[src/rtl/ahb_to_apb_bridge.sv]
// AHB-Lite slave to APB3 master bridge with built-in six-slave decode,
// unmapped-address termination and an optional PREADY timeout.
module ahb_to_apb_bridge #(
  parameter int unsigned ADDR_WIDTH = 16,
  parameter int unsigned TIMEOUT    = 0
) (
  input  logic                  HCLK,
  input  logic                  HRESET,
  input  logic                  HSEL,
  input  logic [ADDR_WIDTH-1:0] HADDR,
  input  logic [1:0]            HTRANS,
  input  logic                  HWRITE,
  input  logic [31:0]           HWDATA,
  input  logic                  HREADY,
  output logic                  HREADYOUT,
  output logic                  HRESP,
  output logic [31:0]           HRDATA,
  output logic [ADDR_WIDTH-1:0] PADDR,
  output logic                  PWRITE,
  output logic [31:0]           PWDATA,
  output logic                  PENABLE,
  output logic                  PSEL0,
  output logic                  PSEL1,
  output logic                  PSEL2,
  output logic                  PSEL3,
  output logic                  PSEL4,
  output logic                  PSEL5,
  input  logic                  PREADY,
  input  logic [31:0]           PRDATA,
  input  logic                  PSLVERR
);

  localparam int CW = (TIMEOUT == 0) ? 1 : $clog2(TIMEOUT + 1);

  typedef enum logic [2:0] {
    S_IDLE, S_LATCH, S_SETUP, S_ACCESS, S_ERR1, S_ERR2
  } state_t;

  state_t                r_state;
  logic                  r_hreadyout;
  logic                  r_hresp;
  logic [31:0]           r_hrdata;
  logic [ADDR_WIDTH-1:0] r_paddr;
  logic                  r_pwrite;
  logic [31:0]           r_pwdata;
  logic                  r_penable;
  logic [5:0]            r_psel;
  logic [CW-1:0]         r_cnt;
  logic [ADDR_WIDTH-1:2] r_haddr;
  logic                  r_hwrite;
  logic                  r_mapped;
  logic [2:0]            r_idx;

  logic                  w_accept;
  logic                  w_mapped;
  logic [CW-1:0]         w_cnt_nxt;
  logic [2:0]            w_unused;

  assign w_accept  = HSEL & HTRANS[1] & HREADY;
  // Anything above bit 15 must be zero; index 6..15 has no slave behind it.
  assign w_mapped  = ((HADDR >> 16) == '0) && (HADDR[15:12] <= 4'd5);
  assign w_cnt_nxt = r_cnt + 1'b1;
  assign w_unused  = {HTRANS[0], HADDR[1:0]};

  always_ff @(posedge HCLK) begin
    if (HRESET) begin
      r_state     <= S_IDLE;
      r_hreadyout <= 1'b1;
      r_hresp     <= 1'b0;
      r_hrdata    <= '0;
      r_paddr     <= '0;
      r_pwrite    <= 1'b0;
      r_pwdata    <= '0;
      r_penable   <= 1'b0;
      r_psel      <= '0;
      r_cnt       <= '0;
      r_haddr     <= '0;
      r_hwrite    <= 1'b0;
      r_mapped    <= 1'b0;
      r_idx       <= '0;
    end else begin
      if (w_accept && (r_state == S_IDLE || r_state == S_ERR2)) begin
        r_haddr  <= HADDR[ADDR_WIDTH-1:2];
        r_hwrite <= HWRITE;
        r_mapped <= w_mapped;
        r_idx    <= HADDR[14:12];
      end
      case (r_state)
        S_IDLE: begin
          if (w_accept) begin
            r_hreadyout <= 1'b0;
            r_state     <= S_LATCH;
          end
        end
        S_LATCH: begin
          if (r_hwrite) r_pwdata <= HWDATA;
          if (r_mapped) begin
            r_paddr  <= {r_haddr, 2'b00};
            r_pwrite <= r_hwrite;
            r_psel   <= 6'b000001 << r_idx;
            r_cnt    <= '0;
            r_state  <= S_SETUP;
          end else begin
            r_hresp <= 1'b1;
            r_state <= S_ERR1;
          end
        end
        S_SETUP: begin
          r_penable <= 1'b1;
          r_state   <= S_ACCESS;
        end
        S_ACCESS: begin
          if (PREADY) begin
            r_psel    <= '0;
            r_penable <= 1'b0;
            if (PSLVERR) begin
              r_hresp <= 1'b1;
              r_state <= S_ERR1;
            end else begin
              r_hreadyout <= 1'b1;
              if (!r_pwrite) r_hrdata <= PRDATA;
              r_state <= S_IDLE;
            end
          end else if (TIMEOUT != 0 && w_cnt_nxt == CW'(TIMEOUT)) begin
            r_psel    <= '0;
            r_penable <= 1'b0;
            r_hresp   <= 1'b1;
            r_state   <= S_ERR1;
          end else begin
            r_cnt <= w_cnt_nxt;
          end
        end
        S_ERR1: begin
          r_hreadyout <= 1'b1;
          r_state     <= S_ERR2;
        end
        S_ERR2: begin
          r_hresp <= 1'b0;
          if (w_accept) begin
            r_hreadyout <= 1'b0;
            r_state     <= S_LATCH;
          end else begin
            r_state <= S_IDLE;
          end
        end
        default: r_state <= S_IDLE;
      endcase
    end
  end

  assign HREADYOUT = r_hreadyout;
  assign HRESP     = r_hresp;
  assign HRDATA    = r_hrdata;
  assign PADDR     = r_paddr;
  assign PWRITE    = r_pwrite;
  assign PWDATA    = r_pwdata;
  assign PENABLE   = r_penable;
  assign PSEL0     = r_psel[0];
  assign PSEL1     = r_psel[1];
  assign PSEL2     = r_psel[2];
  assign PSEL3     = r_psel[3];
  assign PSEL4     = r_psel[4];
  assign PSEL5     = r_psel[5];

endmodule

[config.mk]
export PLATFORM = sky130hd
export DESIGN_NAME = ahb_to_apb_bridge
export DESIGN_NICKNAME = d
export VERILOG_FILES = /design/src/rtl/ahb_to_apb_bridge.sv
export SDC_FILE = /design/constraint.sdc
export NUM_CORES = 1
export LEC_CHECK = 0
export CORE_ASPECT_RATIO = 0.6
export CORE_UTILIZATION = 38
export DETAILED_ROUTE_END_ITERATION = 10
export PLACE_DENSITY_LB_ADDON = 0.1
export SETUP_SLACK_MARGIN = 0.4
export SYNTH_ARGS = -nofsm -noshare
export SYNTH_HDL_FRONTEND = slang
export SYNTH_SLANG_ARGS = --single-unit
[constraint.sdc]
create_clock -name HCLK -period 1.45 [get_ports HCLK]
set_input_delay 0.2175 -clock HCLK [delete_from_list [all_inputs] [get_ports HCLK]]
set_output_delay 0.2175 -clock HCLK [all_outputs]
set_load 0.1 [all_outputs]
-- Word level (Yosys, flattened, before mapping)
Cells that the tools add are included.
- register bits: 110
- word-level logic and storage cells: 66
- bits of input ports: 89
- shifts and indexed selects: 1
- equality and inequality tests: 12
- reduce and logical (&&, ||, !) cells: 16
- $lt $le $gt $ge: 1
- bitwise operators: 4
- muxes and demuxes: 19
- operators by type and width (kind ; count):
    case mux 3 bit (6 select lines) ; 1
    2-to-1 mux 3 bit ; 4
    2-to-1 mux 6 bit ; 2
    inequality test 2 bit, second input constant ; 6
    case mux 6 bit (2 select lines) ; 1
    AND reduction 4 bit ; 3
    2-to-1 mux 1 bit ; 8
    AND reduction 2 bit ; 4
    == test 3 x 2 -> 1 bit, second input constant ; 2
    == test 3 bit, second input constant ; 2
    case mux 1 bit (3 select lines) ; 2
    nonzero test 3 bit ; 2
    << shifter 1 x 3 -> 6 bit, first input constant ; 1
    <= comparator 4 x 3 -> 1 bit, second input constant ; 1
    nonzero test 2 bit ; 2
    == test 3 x 1 -> 1 bit, second input constant ; 1
    zero test 3 bit ; 1
    AND reduction 3 bit ; 1
    AND 1 bit ; 2
    inequality test 2 x 1 -> 1 bit, second input constant ; 1
    inverter 1 bit ; 2
    case mux 1 bit (2 select lines) ; 1
    OR reduction 2 bit ; 1
    logical AND 1 bit ; 1
    logical OR 1 bit ; 1

-- Logic depth before layout (Yosys ltp)
- word-level depth: 4
- mapped depth: 6

-- Worst setup path before layout
No wires, ideal clock.
- path type: flip-flop to flip-flop
- start point: register r_pwrite, in the netlist PWRITE
- end point: register r_hrdata[10], in the netlist HRDATA[10]
- slack: -0.239 ns
- arrival: 1.617 ns
- path buffers: 1
- cell stages (with the launch flop): 4
- setup time: 0.072 ns
- period minus slack after synthesis: 1.689 ns
- cells stage by stage: dfxtp_1 -> nor4_4 -> buf_6 -> mux2i_1
- longest elaborated chain between the ends: 2
- ends and longest elaborated chain (item ; line ; RTL):
    start, declared ; 44 ; logic r_pwrite;
    start signal, assigned ; 99 ; r_pwrite <= r_hwrite;
    inverter 1 bit (no source line) ; n/a ;
    AND reduction 4 bit (no source line) ; n/a ;
    end signal, assigned ; 70 ; r_hrdata <= '0;
    end signal, assigned ; 121 ; if (!r_pwrite) r_hrdata <= PRDATA;
    end, declared ; 42 ; logic [31:0] r_hrdata;
No other way between the ends.
A chain may end at the register's enable or synchronous reset.

-- Worst setup path after layout
- start point: register r_state[1]
- end point: register r_pwdata[15], in the netlist PWDATA[15]
- longest elaborated chain between the ends: 2
- ends and longest elaborated chain (item ; line ; RTL):
    start, declared ; 39 ; state_t r_state;
    start signal, assigned ; 67 ; r_state <= S_IDLE;
    start signal, assigned ; 92 ; r_state <= S_LATCH;
    start signal, assigned ; 102 ; r_state <= S_SETUP;
    == test 3 x 1 -> 1 bit ; 88 ; case (r_state)
    AND reduction 2 bit (no source line) ; n/a ;
    end signal, assigned ; 73 ; r_pwdata <= '0;
    end signal, assigned ; 96 ; if (r_hwrite) r_pwdata <= HWDATA;
    end, declared ; 45 ; logic [31:0] r_pwdata;
No other way between the ends.

==> run summary <==
status: complete, but fails checks
failing checks: design-rule violations
Die Wd: 138 um
CTS tree: yes
Arr. time, crit path: 1.71 ns
area leader, netlist: dfxtp_1
Max stage delay on crit path: 0.38 ns
Main synth FF type: dfxtp_1
dpl cell area: 7220 um2
TritonRoute pass-1 iters: 8
CP Capture Type: flop
Core ar.: 10,700 um2
critical setup path kind: flop to flop
Initial Util: 39.5%
synthesized area: 4230 um2
highest clock rate: 691 MHz
pin count of the biggest net entering global routing: 53
post-route cell area: 8350 um2
initial antenna violation count: 0
ys async rst share: 0%
Avg WL per Cell: 16.9 um
Final Setup Violations: 0
Setup crit start: r_state[1]
CP required: 1.71 ns
number of synthesized flops with an enable pin: 0
grt ovf: 0
cells on worst reg2reg path: 6
fraction of layout cells with a size suffix above 1: 43.7%
routed vias: 4,242
power per cell area: 749 nW/um2
vias in the first global route: 4,094
Die Ht: 83.7 um
Final Hold Vio Count: 0
nets: 805
flops & latches, synth: 107
antenna fix cells: 0
total die area: 11,600 um2
WL final: 14,600 um
register area share after synthesis: 50.7%
I/O pin total: 179
Worst Skew: 0.00985 ns
post-synth top area share: 50.7%
total CTS buffers: 9
synth unique cells: 41
htree depth: 3
Vias/cell: 4.93
r2r setup slk: 0.003 ns
sequential cell area: 2280 um2
crit-path max FO: 8
Synth Area per Inst: 8.54 um2
Worst Setup EP: PWDATA[15]
Leakage: 3.11 nW
Mapped Cells: 495
RR Endpoint: PWDATA[15]
Yosys warning total: 0
Port Buffers: 173
Tcrit/Tclk final: 99.8%
Non-Filler Instances: 860
Worst VDD drop: 0.000620 V
top post-synthesis cells by area: dfxtp_1 51%, nand2_1 17%, mux2i_1 12%
MaxCap Viol Count: 0
CTS Sinks: 107
# rows: 29
most frequent CP cell: buf_6
fillcell total: 684
DRC: 10
FF-to-FF Start: r_state[1]
Multi-input gate area: 2080 um2
Area Overhead vs Synth: 97.5%
first-pass GRT wire length: 20,500 um
DP Cell Count: 793
clock root buffer: clkbuf_16
CTS Buffer Depth: 2
minimum clock period: 1.45 ns
clk_lat worst skew: 0.35 ns
CP Launch Type: flop
slowest CP cell: dfxtp_4
post-detail-place hpwl: 8990 um
Hold Path Class: primary input to flop
GPL Wtd Cong: 0.837
RSZ-0062 raised after global routing: true
DRT antenna net count: 0
max-slew violation count: 0
cells along the critical path: buf_6, nor4bb_4, buf_6, clkbuf_16, nand2_1, a21oi_1
initial DRC count: 199
GR Util All Layers: 22.6%
Worst-path clk slew: 0.08 ns
synth_stat cells (3+ instances only):
cell,count
inv_1,4
nand2_1,191
nand4b_1,3
o21ai_0,6
a21oi_1,54
buf_2,9
clkbuf_1,23
dfxtp_1,107
buf_6,5
mux2i_1,49
nor3_1,3
nand2b_1,4
stage by stage:
step | hold WS, ns | total power [mW] | setup WS, ns | util, % | setup TNS (ns)
after floorplan | 0.346 | 3.33 | -0.0861 | - | -1.52
after global placement | 0.439 | 3.67 | -0.198 | 67.5 | -9.39
after detailed placement | 0.439 | 3.68 | -0.307 | 67.5 | -11.94
after CTS | 0.175 | 6.26 | 0.0644 | 74.3 | 0
after global routing | 0.206 | 6.47 | -0.0462 | 78.0 | -0.292
final | 0.198 | 6.26 | 0.00332 | 78.0 | 0
metal layers:
layer	part of all wire (%)	global-route usage [%]
met5	0	0
met4	1.7	6.13
met3	6.9	7.29
met2	48	38.9
met1	43	27.4
cell families after synthesis:
kind of cell           after synthesis  synth area share [%]
buffers and inverters               45                  5.32
muxes                               49                  11.6
other                                1                0.0887
AOI/OAI and AO/OA                   72                  9.47
and+or+nand+nor                    221                  22.9
DFF                                107                  50.7
power breakdown:
part / internal, mW / switching, mW / total [mW] / leakage (nW)
logic: 0.397 / 0.335 / 0.732 / 2.05
clock network: 1.37 / 1.17 / 2.54 / 0.150
registers: 2.95 / 0.0330 / 2.98 / 0.912
worst max-delay path, delay by kind of cell, from the launching register on:
family | cells | cell delay [ns]
buffers and inverters | 3 | 0.49
DFF | 1 | 0.38
and+or+nand+nor | 2 | 0.34
AOI/OAI and AO/OA | 1 | 0.15
how the worst min path moves through the flow:
stage	from	to	slack, ns	cells past startpoint
6_report	HRESET	r_state[2]	0.20	2
5_1_grt	HRESET	r_state[1]	0.21	2
4_1_cts	HRESET	r_state[1]	0.18	2
3_5_place_dp	r_haddr[11]	PADDR[11]	0.44	2
3_3_place_gp	r_haddr[15]	PADDR[15]	0.44	2
2_1_floorplan	HWDATA[7]	PWDATA[7]	0.35	2
state kept, by name, summed over array words and instances, names as in the netlist:
| signal | flops |
|---|---|
| r_mapped | 1 |
| r_hwrite | 1 |
| PWRITE | 1 |
| PWDATA | 32 |
| r_psel | 6 |
| r_haddr | 14 |
| HREADYOUT | 1 |
| HRESP | 1 |
| r_state | 3 |
| HRDATA | 32 |
| PADDR | 14 |
| PENABLE | 1 |
final cells by class:
class,instances,share of cell area [%]
inverter,5,0.270
multi-input combinational,344,24.9
tap,139,2.08
sequential,107,27.3
clock inverter,7,1.03
clock buffer,9,2.70
timing repair buffer,249,41.7
placed cells by master, fill, tap and decap left out, drive strengths merged, types with 2 or more instances in the layout:
cell,netlist,final
inv,5,6
conb,1,2
nand4b,3,3
a22o,2,2
clkbuf,23,13
nor4,2,2
nand3b,2,2
nor3b,2,2
clkinv,0,3
o21ai,6,6
nand2,191,191
nand4bb,2,2
a21oi,54,54
clkdlybuf4s50,0,83
nand3,2,2
nor2b,3,3
clkinvlp,0,2
nor3,3,3
mux2i,49,49
dfxtp,107,107
buf,17,161
nand2b,4,4
timing repair:
action | 4_1_cts | 5_1_grt
setup endpoints to repair | 195 | 195
endpoints found under the hold margin | 0 | 0
resized for setup | 40 | 38
hold buffers | 0 | 0
pin swaps | 6 | 12
cloned | 4 | 5
buffers inserted | 25 | 17
(Power assumes the default switching activity.)
